==> config.mk <==
export PLATFORM = sky130hd
export DESIGN_NAME = mem_arbiter
export DESIGN_NICKNAME = d
export VERILOG_FILES = /design/src/rtl/mem_arbiter_pkg.sv /design/src/rtl/mem_arb_extend.sv /design/src/rtl/mem_arbiter.sv
export SDC_FILE = /design/constraint.sdc
export NUM_CORES = 1
export LEC_CHECK = 0
export ABC_AREA = 1
export CAP_MARGIN = 20
export CORE_AREA = 2 2 203 155
export DETAILED_ROUTE_END_ITERATION = 10
export DIE_AREA = 0 0 205 157
export SLEW_MARGIN = 10
export SYNTH_ARGS = -nofsm -noshare
export SYNTH_HDL_FRONTEND = slang
export SYNTH_SLANG_ARGS = --single-unit
export TNS_END_PERCENT = 10
==> constraint.sdc <==
create_clock -name clk -period 7.3 [get_ports clk]
set_clock_uncertainty 0.1 [all_clocks]
set_input_delay 0.73 -clock clk [delete_from_list [all_inputs] [get_ports clk]]
set_output_delay 0.73 -clock clk [all_outputs]
set_load 0.1 [all_outputs]
==> src/rtl/mem_arbiter_pkg.sv <==
// Shared definitions for the memory arbiter: size encodings, FSM state
// codes, requester identity, IO-buffered store addresses and a byte-count
// helper.
package mem_arbiter_pkg;

  localparam logic [1:0] SZ_BYTE = 2'd0;
  localparam logic [1:0] SZ_HALF = 2'd1;
  localparam logic [1:0] SZ_WORD = 2'd2;

  // Default UART-style addresses whose stores stall while the IO buffer is full
  localparam logic [31:0] IO_ADDR0_DEFAULT = 32'h0003_0000;
  localparam logic [31:0] IO_ADDR1_DEFAULT = 32'h0003_0004;

  typedef enum logic [2:0] {
    IDLE    = 3'd0,
    RD      = 3'd1,
    RD_TAIL = 3'd2,
    WR      = 3'd3,
    DONE    = 3'd4
  } state_t;

  typedef enum logic {
    OWN_IF = 1'b0,
    OWN_LS = 1'b1
  } owner_t;

  // Number of byte beats for an access size; anything not byte/half is a word
  function automatic logic [2:0] byte_count(input logic [1:0] size);
    case (size)
      SZ_BYTE: byte_count = 3'd1;
      SZ_HALF: byte_count = 3'd2;
      default: byte_count = 3'd4;
    endcase
  endfunction

endpackage

==> src/rtl/mem_arb_extend.sv <==
// Combinational load-result formatting: byte/half are zero- or
// sign-extended to 32 bits, words pass through unchanged.
module mem_arb_extend
  import mem_arbiter_pkg::*;
(
  input  logic [31:0] word,
  input  logic [1:0]  size,
  input  logic        sign_en,
  output logic [31:0] result
);

  // Pick the low lanes and replicate the sign bit only when requested
  always_comb begin
    result = word;
    case (size)
      SZ_BYTE: result = {{24{sign_en & word[7]}}, word[7:0]};
      SZ_HALF: result = {{16{sign_en & word[15]}}, word[15:0]};
      default: result = word;
    endcase
  end

endmodule

==> src/rtl/mem_arbiter.sv <==
// Two-requester arbiter (instruction fetch and load/store unit) in front
// of a byte-wide RAM with one-cycle read latency. Multi-byte accesses are
// serialised one byte per cycle; stores to IO addresses stall while the
// IO buffer reports full. LSU normally wins, but ifetch is forced through
// after STARVE_MAX consecutive LSU grants made while it was waiting.
module mem_arbiter
  import mem_arbiter_pkg::*;
#(
  parameter int unsigned STARVE_MAX = 4,
  parameter logic [31:0] IO_ADDR0   = IO_ADDR0_DEFAULT,
  parameter logic [31:0] IO_ADDR1   = IO_ADDR1_DEFAULT
) (
  input  logic        clk,
  input  logic        rst,
  input  logic        rdy,
  input  logic        clear,
  input  logic        io_buffer_full,
  input  logic        if_req,
  input  logic [31:0] if_addr,
  output logic        if_done,
  output logic [31:0] if_rdata,
  input  logic        ls_req,
  input  logic        ls_we,
  input  logic [1:0]  ls_size,
  input  logic        ls_signed,
  input  logic [31:0] ls_addr,
  input  logic [31:0] ls_wdata,
  output logic        ls_done,
  output logic [31:0] ls_rdata,
  output logic        mem_wr,
  output logic [31:0] mem_a,
  output logic [7:0]  mem_dout,
  input  logic [7:0]  mem_din
);

  localparam logic [2:0] STARVE_LIM = 3'(STARVE_MAX);

  state_t      state_reg, state_next;
  owner_t      owner_reg, owner_next;
  logic [31:0] addr_reg, addr_next;
  logic [1:0]  size_reg, size_next;
  logic        we_reg, we_next;
  logic        sign_reg, sign_next;
  logic [31:0] wdata_reg, wdata_next;
  logic [2:0]  cnt_reg, cnt_next;
  logic [2:0]  starve_reg, starve_next;
  logic        io_full_reg;
  logic        pend_reg, pend_next;
  logic [1:0]  pend_lane_reg, pend_lane_next;
  logic [31:0] if_rdata_reg, if_rdata_next;
  logic [31:0] ls_rdata_reg, ls_rdata_next;

  logic [7:0]  lane_reg [4];
  logic [31:0] word;
  logic [31:0] ls_ext;
  logic [31:0] cur_addr;
  logic [2:0]  nbytes;
  logic        last_beat;
  logic        io_hold;
  logic        grant_ls;

  assign cur_addr  = addr_reg + 32'(cnt_reg);
  assign nbytes    = byte_count(size_reg);
  assign last_beat = (cnt_reg == nbytes - 3'd1);
  assign io_hold   = (io_buffer_full | io_full_reg) &&
                     ((cur_addr == IO_ADDR0) || (cur_addr == IO_ADDR1));
  assign grant_ls  = ls_req && !(if_req && (starve_reg == STARVE_LIM));

  // Read bytes land one cycle after their address; each lane captures the
  // byte owed to it. Capture also happens on a frozen (rdy low) cycle so a
  // byte already on its way from the RAM is not lost; pend then drops so
  // the stale repeat read during the freeze is never taken.
  generate
    for (genvar gi = 0; gi < 4; gi++) begin : g_lane
      // Per-lane read-data capture register
      always_ff @(posedge clk) begin
        if (!rst) begin
          lane_reg[gi] <= 8'h00;
        end else if (pend_reg && (pend_lane_reg == 2'(gi))) begin
          lane_reg[gi] <= mem_din;
        end
      end
      assign word[8*gi +: 8] = lane_reg[gi];
    end
  endgenerate

  mem_arb_extend u_extend (
    .word    (word),
    .size    (size_reg),
    .sign_en (sign_reg),
    .result  (ls_ext)
  );

  // Results are visible in the done cycle and held afterwards
  assign if_rdata = if_done ? word : if_rdata_reg;
  assign ls_rdata = (ls_done && !we_reg) ? ls_ext : ls_rdata_reg;

  // State and datapath registers; reset wins over everything
  always_ff @(posedge clk) begin
    if (!rst) begin
      state_reg     <= IDLE;
      owner_reg     <= OWN_IF;
      addr_reg      <= 32'h0;
      size_reg      <= SZ_WORD;
      we_reg        <= 1'b0;
      sign_reg      <= 1'b0;
      wdata_reg     <= 32'h0;
      cnt_reg       <= 3'd0;
      starve_reg    <= 3'd0;
      io_full_reg   <= 1'b0;
      pend_reg      <= 1'b0;
      pend_lane_reg <= 2'd0;
      if_rdata_reg  <= 32'h0;
      ls_rdata_reg  <= 32'h0;
    end else begin
      state_reg     <= state_next;
      owner_reg     <= owner_next;
      addr_reg      <= addr_next;
      size_reg      <= size_next;
      we_reg        <= we_next;
      sign_reg      <= sign_next;
      wdata_reg     <= wdata_next;
      cnt_reg       <= cnt_next;
      starve_reg    <= starve_next;
      io_full_reg   <= io_buffer_full;
      pend_reg      <= pend_next;
      pend_lane_reg <= pend_lane_next;
      if_rdata_reg  <= if_rdata_next;
      ls_rdata_reg  <= ls_rdata_next;
    end
  end

  // Next-state, grant, beat sequencing and RAM-side outputs
  always_comb begin
    state_next     = state_reg;
    owner_next     = owner_reg;
    addr_next      = addr_reg;
    size_next      = size_reg;
    we_next        = we_reg;
    sign_next      = sign_reg;
    wdata_next     = wdata_reg;
    cnt_next       = cnt_reg;
    starve_next    = starve_reg;
    pend_next      = 1'b0;
    pend_lane_next = pend_lane_reg;
    if_rdata_next  = if_rdata_reg;
    ls_rdata_next  = ls_rdata_reg;
    if_done        = 1'b0;
    ls_done        = 1'b0;
    mem_wr         = 1'b0;
    mem_a          = 32'h0;
    mem_dout       = 8'h00;

    if (rdy && clear) begin
      starve_next = 3'd0;
    end

    case (state_reg)
      IDLE: begin
        // A flush cycle never starts a new access
        if (rdy && !clear && (if_req || ls_req)) begin
          cnt_next = 3'd0;
          if (grant_ls) begin
            owner_next = OWN_LS;
            addr_next  = ls_addr;
            size_next  = ls_size;
            we_next    = ls_we;
            sign_next  = ls_signed;
            wdata_next = ls_wdata;
            if (if_req && (starve_reg != STARVE_LIM)) begin
              starve_next = starve_reg + 3'd1;
            end
            state_next = ls_we ? WR : RD;
          end else begin
            owner_next  = OWN_IF;
            addr_next   = if_addr;
            size_next   = SZ_WORD;
            we_next     = 1'b0;
            sign_next   = 1'b0;
            wdata_next  = 32'h0;
            starve_next = 3'd0;
            state_next  = RD;
          end
        end
      end

      RD: begin
        mem_a = cur_addr;
        if (rdy) begin
          if (clear) begin
            state_next = IDLE;
            cnt_next   = 3'd0;
          end else begin
            pend_next      = 1'b1;
            pend_lane_next = cnt_reg[1:0];
            if (last_beat) begin
              state_next = RD_TAIL;
              cnt_next   = 3'd0;
            end else begin
              cnt_next = cnt_reg + 3'd1;
            end
          end
        end
      end

      RD_TAIL: begin
        if (rdy) begin
          state_next = clear ? IDLE : DONE;
        end
      end

      WR: begin
        mem_a    = cur_addr;
        mem_dout = wdata_reg[{cnt_reg[1:0], 3'b000} +: 8];
        mem_wr   = rdy && !io_hold;
        if (rdy && !io_hold) begin
          if (last_beat) begin
            state_next = DONE;
            cnt_next   = 3'd0;
          end else begin
            cnt_next = cnt_reg + 3'd1;
          end
        end
      end

      DONE: begin
        if (rdy) begin
          state_next = IDLE;
          // A flush discards a finished read but never a committed store
          if (!(clear && !we_reg)) begin
            if (owner_reg == OWN_LS) begin
              ls_done = 1'b1;
              if (!we_reg) begin
                ls_rdata_next = ls_ext;
              end
            end else begin
              if_done       = 1'b1;
              if_rdata_next = word;
            end
          end
        end
      end

      default: begin
        state_next = IDLE;
      end
    endcase
  end

endmodule

---- After elaboration in Yosys (flattened, before gate mapping) ----
Memory sizes are Yosys's and may differ from the RTL's.
Cells that the tools add are included.
word-level totals
  flip-flop bits (word level) ............. 146
  bits in latches ......................... 0
  RAM bits ................................ 32
  bits in read-only memories .............. 0
  input port bits ......................... 115
  output and inout bits ................... 107
  word-level logic and storage cells ...... 145
  memories kept ........................... 1
memories
  name      depth  bits a word  rd ports  clocked after Yosys merged registers in  write ports  line               source
  lane_reg  4      8            4         0                                        4            mem_arbiter.sv:53  logic [7:0] lane_reg [4];
operators by class
  $add $sub $neg .......................... 4
  $mul .................................... 0
  div/mod/pow operators ................... 0
  magnitude comparators ................... 0
  equality and inequality tests ........... 20
  shift operators ......................... 1
  mux-type cells .......................... 62
  bitwise operators ....................... 11
  reduce and logical (&&, ||, !) cells .... 32
operators with widths
  operator                count
  $mux W32                5
  $eq A32 B18 Y1 const B  2
  $pmux W32 S2            1
  $mux W3                 19
  $mux W8                 5
  $add A32 B3 Y32         1
  $shiftx A32 B6 Y8       1
  $mux W1                 26
  $pmux W3 S5             1
  $logic_and A1 B1 Y1     14
  $ne A2 B2 Y1 const B    6
  $pmux W3 S3             1
  $reduce_and A4 Y1       2
  $reduce_and A7 Y1       1
  $add A3 B1 Y3 const B   2
  $eq A3 B2 Y1 const B    2
  $eq A3 B3 Y1 const B    2
  $mux W2                 3
  $ne A3 B3 Y1 const B    2
  $pmux W3 S2             1
  $reduce_and A3 Y1       2
  $or A1 B1 Y1            5
  $reduce_and A5 Y1       1
  $eq A2 B1 Y1 const B    2
  13 further kinds        23

---- Depth between registers and ports, before layout ----
Gate-level depths: netlist of the first run.
  depth after elaboration ................. 8
  gate-level depth with buffers ........... 20
  depth with buffers taken out ............ 20

---- Modules after synthesis ----
Synthesis of the first run repeated with hierarchy kept, for this count alone.
second synthesis, totals
  cell total of the unflattened synthesis .. 1368
  area total of the unflattened synthesis .. 9384.0 µm²
by module, submodules not included
  module          times used  cells each  area each (µm²)  sequential area each (µm²)
  mem_arbiter     1           1296        8917.3           3883.7
  mem_arb_extend  1           72          466.7            0.0

---- Least setup slack after synthesis of the first run ----
OpenSTA, ideal clock, no wires.
  path type ............................... input -> output
  start point ............................. in rdy
  end point ............................... out ls_rdata[10]
  arrival ................................. 3.220 ns
  data required time ...................... 6.470 ns
  slack ................................... 3.250 ns
  cell stages on the path ................. 4
  buffers on the path ..................... 1
  path through ............................ nand2_1 nor4_2 clkbuf_1 o21ai_0
on the way
  longest elaborated chain between the ends .. 4
RTL lines
  item                 line                source
  start: declaration   mem_arbiter.sv:15   input logic rdy,
  $mux W1              mem_arbiter.sv:227  if (rdy) begin
  $mux W1              mem_arbiter.sv:158  case (state_reg)
  $logic_and A1 B1 Y1  mem_arbiter.sv:96   assign ls_rdata = (ls_done && !we_reg) ? ls_ext : ls_rdata_reg;
  $mux W32             mem_arbiter.sv:96
  end: declaration     mem_arbiter.sv:29   output logic [31:0] ls_rdata,
No other way between the ends.

---- Final worst setup path of the first run ----
  start point ............................. reg cnt_reg[0]
  end point ............................... out mem_wr
on the way
  longest elaborated chain between the ends .. 7
  elaborated cells between the ends (all ways) .. 8
  those cells by class .................... add/sub: 1; eq/ne: 2; mux: 1; reduce/logical: 4
RTL lines
  item                      line                source
  start: declaration        mem_arbiter.sv:45   logic [2:0] cnt_reg, cnt_next;
  start signal: assignment  mem_arbiter.sv:123  cnt_reg <= cnt_next;
  $add A32 B3 Y32 (*)       mem_arbiter.sv:62   assign cur_addr = addr_reg + 32'(cnt_reg);
  $eq A32 B18 Y1            mem_arbiter.sv:66   ((cur_addr == IO_ADDR0) || (cur_addr == IO_ADDR1));
  $logic_or A1 B1 Y1 (*)    mem_arbiter.sv:66
  $logic_and A1 B1 Y1 (*)   mem_arbiter.sv:65   assign io_hold = (io_buffer_full | io_full_reg) &&
  $logic_not A1 Y1 (*)      mem_arbiter.sv:215  mem_wr = rdy && !io_hold;
  $logic_and A1 B1 Y1 (*)   mem_arbiter.sv:215
  $mux W1 (*)               mem_arbiter.sv:158
  end: declaration          mem_arbiter.sv:30   output logic mem_wr,
Mark *: on every way between the ends. The rest lies on a longest branch, timed or not.

==> impl_results.md, run 1 <==
* Status: finished, final reports clean
* Register area share after synthesis at 43.5%
* Critical Path Most Common Cell: nor2_1
* Crit end category: output pin
* Worst Hold Class: reg2reg
* Post-cts resize count at 0
* Synth Flop Type: dfxtp_1
* First-pass DRT Iterations at 5
* Routability Congestion at 0.970
* Placed cells at 1887
* Syn Inst Count at 1318
* Leakage at 5.12 nW
* Final Hold Vio Count at 0
* Depth of the worst hold-timing path at 2
* GRT Overall Usage at 19.5%
* Combinational Power Share at 33.2%
* Yosys Warn Count at 0
* Antenna violations before repair at 3
* CTS Sinks at 178
* PwrDens at 258 nW/um2
* Die Y at 157 um
* Cell-internal power at 1.90 mW
* Top cell type's share of synthesized area at 32.7%
* Worst Path Required at 6.47 ns
* Most frequent cells in the layout: 357 x nand2_1, 221 x clkdlybuf4s50_1, 208 x nor2_1
* Total CTS buffers at 17
* Crit-path max FO at 21
* Peak VDD IR at 0.146 mV
* Fmax at 195 MHz
* Crit path DAT at 4.31 ns
* Clk slew on worst S/H paths at 0.06 ns
* Final setup vio count at 0
* Final non-filler cell total at 1921
* Die area at 32200 um2
* CTS Hold Bufs at 0
* Clock latency on the worst-skew pair at 0.44 ns
* Sw Pwr at 1.23 mW
* Most common cell after layout, fill and taps aside: nand2_1
* # nets final at 1629
* Root Buffer: clkbuf_16
* IO buf count at 221
* P&R area growth vs syn at 35.8%
* Worst setup startpoint: cnt_reg[0]
* Min-Delay Endpoint: wdata_reg[12]
* Part of the power in registers at 37.5%
* Unrepaired setup endpoints after global routing: no
* Internal reg-to-reg setup slack at 3.96 ns
* Cell Rows at 55
* Layout cells sized above 1 at 6.64%
* Global-route wire length before repair at 48300 um
* Multi-input logic area at 4360 um2
* Largest net degree at the start of global routing at 90
* Sequential Area at 3880 um2
* Fill cells at 3120
* Yosys reg bits at 178
* Synth area leader: dfxtp_1
* Vias per cell at 4.80
* R2r worst-path depth at 19
* Die width at 205 um
* CP Cell Sequence: ha_1 -> fa_1 -> nand3_1 -> nand2_2 -> nand2_1 -> nor2_1 -> xnor2_1 -> nor2_1 -> nand3_1 -> nor2_1 -> nand3_1 -> nand2_2 -> nor2_1 -> clkdlybuf4s50_1
* Largest cells by area after synthesis: dfxtp_1 33%, nand2_1 15%, edfxtp_1 11%, nor2_1 8.8%, a21oi_1 7.2%
* Post-synth ARST share at 0%
* Number of I/O pins at 222
* WL final at 31100 um
* Critical Path Start Type: flip-flop
* Max Slew Vio Count at 0
* Worst hold start: wdata_reg[12]
* Setup TNS at 0 ns
* DRC viols at 0
* Setup bufs post-CTS at 0
* Actual transition at the worst max-transition pin at 1.05 ns
* Crit Reg-Reg Startpoint: cnt_reg[0]
* Critical path class: reg2out
* Worst R2R End: cnt_reg[1]
* Max_cap viols at 0
* GR Overflow Total at 0
* Mapped cell area at 8940 um2
* Period minus WS final at 5.14 ns
* Core area at 30000 um2
* Clk pwr share at 29.3%
* Switching share of power at 39.2%
* CP max stage delay at 1.16 ns
* Antenna Violating Nets Remaining at 0
* Post-synth EDFFs at 32
* Detail Placement HPWL at 23600 um
* CTS tree: built
* Number of global-route vias before repair at 8753
* Cell variety after synth at 31
* 1st-iter DRT viols at 639
* Slew headroom at 29.7%
* CP max stage cell: clkdlybuf4s50_1
* Initial Utilization at 29.8%
* Htree depth at 4
* Mapped Nets at 1440
* Fin crit share at 70.4%
* Via count at 9225
* Clock Path Buffers at 2
* Synth Area per Inst at 6.78 um2
* Average wire per standard cell at 16.2 um
-- Yosys cell counts (6+ instances only) --
cell / instances
edfxtp_1: 32
o21ai_0: 86
inv_1: 123
ha_1: 6
or2_2: 41
nand2_1: 357
dfxtp_1: 146
nand3_1: 39
clkbuf_1: 58
a21oi_1: 129
nor2_1: 209
o21ai_1: 11
nand4_1: 12
nor2_2: 8
a221oi_1: 21
-- power groups by stage --
stage                     Combinational [mW]  Clock [mW]  Sequential, mW
final                                   1.04       0.918            1.17
after global routing                    1.13       0.987            1.18
after CTS                               1.04       0.937            1.17
after detailed placement                1.04           0            1.19
after global placement                  1.03           0            1.19
after floorplan                        0.770           0            1.15
-- layer usage --
layer / track usage [%] / vias to the layer above / share of wire [%]
met5: 0 / - / 0.042
met4: 5.00 / 2 / 1.6
met3: 5.36 / 31 / 7.7
met2: 28.2 / 312 / 41
met1: 28.2 / 4276 / 50
li1: - / 4604 / -
-- worst max-delay path: cells and delay by family, from the launching register on --
kind / cells / cell delay (ns)
adder cells (fa/ha/maj): 2 / 0.61
AND/OR/NAND/NOR: 10 / 1.09
flip-flops: 1 / 0.85
buffers and inverters: 1 / 1.16
XOR/XNOR: 1 / 0.17
-- area by class of cell --
type	instances	share of cell area [%]
sequential	178	32.0
tap	399	4.11
clock inverter	11	1.04
multi-input combinational	950	35.9
inverter	128	3.97
timing repair buffer	232	19.2
antenna	2	0.0412
clock buffer	21	3.71
-- cell families after synthesis --
family	synth area share (%)
XOR/XNOR	0.686
flip-flops	43.5
AND/OR/NAND/NOR	31.8
adder cells (fa/ha/maj)	1.06
buffers and inverters	8.02
AO/OA/AOI/OAI	15.0
-- through the flow --
stage	power (mW)	setup WS, ns	instance area (um2)	hold slack, ns	util, %
after detailed placement	2.23	2.29	11600	0.354	38.5
after global placement	2.22	2.30	11500	0.348	38.3
after global routing	3.30	1.93	12100	0.383	40.4
after floorplan	1.92	3.25	8940	0.342	-
final	3.13	2.16	12100	0.363	40.5
after CTS	3.15	2.15	12100	0.364	40.4
-- worst max-delay path by stage --
stage / slack, ns / endpoint / cells past startpoint
2_1_floorplan: 3.25 / ls_rdata[10] / 4
5_1_grt: 1.93 / mem_wr / 15
3_3_place_gp: 2.30 / if_rdata[1] / 9
4_1_cts: 2.15 / mem_wr / 14
3_5_place_dp: 2.29 / if_rdata[1] / 9
6_report: 2.16 / mem_wr / 14
Note: power is estimated with default switching activity, not from simulation.
==> inputs of run 2 (changes only) <==
==> constraint.sdc (replaced) <==
create_clock -name clk -period 5.2 [get_ports clk]
set_clock_uncertainty 0.1 [all_clocks]
set_input_delay 0.52 -clock clk [delete_from_list [all_inputs] [get_ports clk]]
set_output_delay 0.52 -clock clk [all_outputs]
set_load 0.1 [all_outputs]
==> run 2 against run 1 <==
  * Largest power group unchanged
  * Sequential cell count did not move
  * Final cell count barely moved
  * Clock power rose by 50%
  * Critical endpoint is now mem_a[16]
==> impl_results.md, run 2 (synthesis results as in run 1) <==
* Crit end category: output pin
* Antenna Violating Nets Remaining at 0
* Cell-internal power at 2.73 mW
* Detail Placement HPWL at 23200 um
* WL final at 30800 um
* Sw Pwr at 1.74 mW
* CTS Sinks at 178
* Die Y at 157 um
* Antenna violations before repair at 1
* Slew headroom at 23.3%
* Worst Path Required at 4.58 ns
* Crit path DAT at 3.57 ns
* Global-route wire length before repair at 47400 um
* Setup bufs post-CTS at 0
* Total CTS buffers at 17
* Fin crit share at 80.6%
* Routability Congestion at 0.951
* Clock Path Buffers at 2
* Most common cell after layout, fill and taps aside: nand2_1
* GRT Overall Usage at 19.1%
* # nets final at 1631
* Peak VDD IR at 0.189 mV
* Worst Hold Class: reg2reg
* P&R area growth vs syn at 34.2%
* Largest net degree at the start of global routing at 104
* Period minus WS final at 4.19 ns
* IO buf count at 221
* Root Buffer: clkbuf_16
* Vias per cell at 4.73
* Critical path class: reg2out
* Final Hold Vio Count at 0
* Most frequent cells in the layout: 357 x nand2_1, 208 x nor2_1, 153 x clkdlybuf4s50_1
* Via count at 9093
* Leakage at 5.28 nW
* Switching share of power at 39.0%
* Status: finished, final reports clean
* Clk slew on worst S/H paths at 0.07 ns
* Cell Rows at 55
* Htree depth at 4
* First-pass DRT Iterations at 7
* Internal reg-to-reg setup slack at 1.85 ns
* Unrepaired setup endpoints after global routing: no
* Dpl cell area at 11400 um2
* Max Slew Vio Count at 0
* Setup TNS at 0 ns
* Clock latency on the worst-skew pair at 0.43 ns
* Critical Path Start Type: flip-flop
* GR Overflow Total at 0
* Layout cells sized above 1 at 11.3%
* DRC viols at 0
* Clk pwr share at 30.8%
* Max_cap viols at 0
* Post-cts resize count at 0
* CTS tree: built
* Number of global-route vias before repair at 8575
* CTS Hold Bufs at 0
* Number of I/O pins at 222
* Combinational Power Share at 32.8%
* Part of the power in registers at 36.4%
* Final core occ at 40.0%
* Finished Cell Area at 12000 um2
* Fmax at 239 MHz
* Crit-path max FO at 21
* 1st-iter DRT viols at 690
* Die area at 32200 um2
* Core area at 30000 um2
* PwrDens at 373 nW/um2
* Actual transition at the worst max-transition pin at 1.15 ns
* Final setup vio count at 0
* Die width at 205 um
* Initial Utilization at 29.8%
* Average wire per standard cell at 16.0 um
run 2: cell types whose count changed in the layout (fill, tap and decap cells not counted):
cell and delta:
clkbuf_8 -1, bufinv_16 +1, clkbuf_1 -1, clkinvlp_4 -1, clkdlybuf4s50_1 -68, diode_2 -1
buf_16 -2, clkinv_2 -1, buf_8 +1, clkbuf_16 +1, buf_4 +71, inv_8 +2
run 2: layer usage:
layer	global-route usage, %	share of wire [%]
met2	27.6	41
met1	28.8	51
met3	4.18	7.2
met4	4.01	1.1
met5	0	0
run 2: critical path, cell delays in order, from the launching register on:
cell and delay, ns:
dfxtp_1 0.31, buf_4 0.26, ha_1 0.26, fa_1 0.27, nand3_1 0.13, nand2_2 0.17
nand2_1 0.11, nor2_1 0.23, xnor2_1 0.15, nor2_1 0.11, clkdlybuf4s50_1 1.14
run 2: layout make-up:
class,count,area (um2)
fill,3192,18000
multi-input combinational,950,4360
inverter,128,482
tap,399,499
antenna,1,2.50
clock inverter,12,166
clock buffer,20,458
timing repair buffer,234,2150
sequential,178,3880
run 2: power groups by stage:
stage	combinational [mW]	clock, mW	sequential (mW)
2_1_floorplan	1.08	0	1.61
3_3_place_gp	1.45	0	1.66
3_5_place_dp	1.46	0	1.66
4_1_cts	1.46	1.41	1.63
5_1_grt	1.59	1.46	1.65
6_report	1.47	1.38	1.63
run 2: through the flow:
step                      total power, mW  hold slack [ns]  std cells  worst slack [ns]
after CTS                            4.50            0.363       1920             0.964
final                                4.48            0.364       1922              1.01
after global routing                 4.70            0.387       1921             0.768
after floorplan                      2.69            0.342       1318              1.37
after detailed placement             3.12            0.353       1888              1.40
after global placement               3.11            0.348       1888              1.50
run 2: final timing paths:
| kind | startpoint | endpoint | cells after the start |
|---|---|---|---|
| worst max-delay path | cnt_reg[0] | mem_a[16] | 10 |
| worst min-delay path | wdata_reg[15] | wdata_reg[15] | 2 |
| worst max register to register | cnt_reg[0] | cnt_reg[1] | 17 |
| worst min register to register | wdata_reg[15] | wdata_reg[15] | 2 |
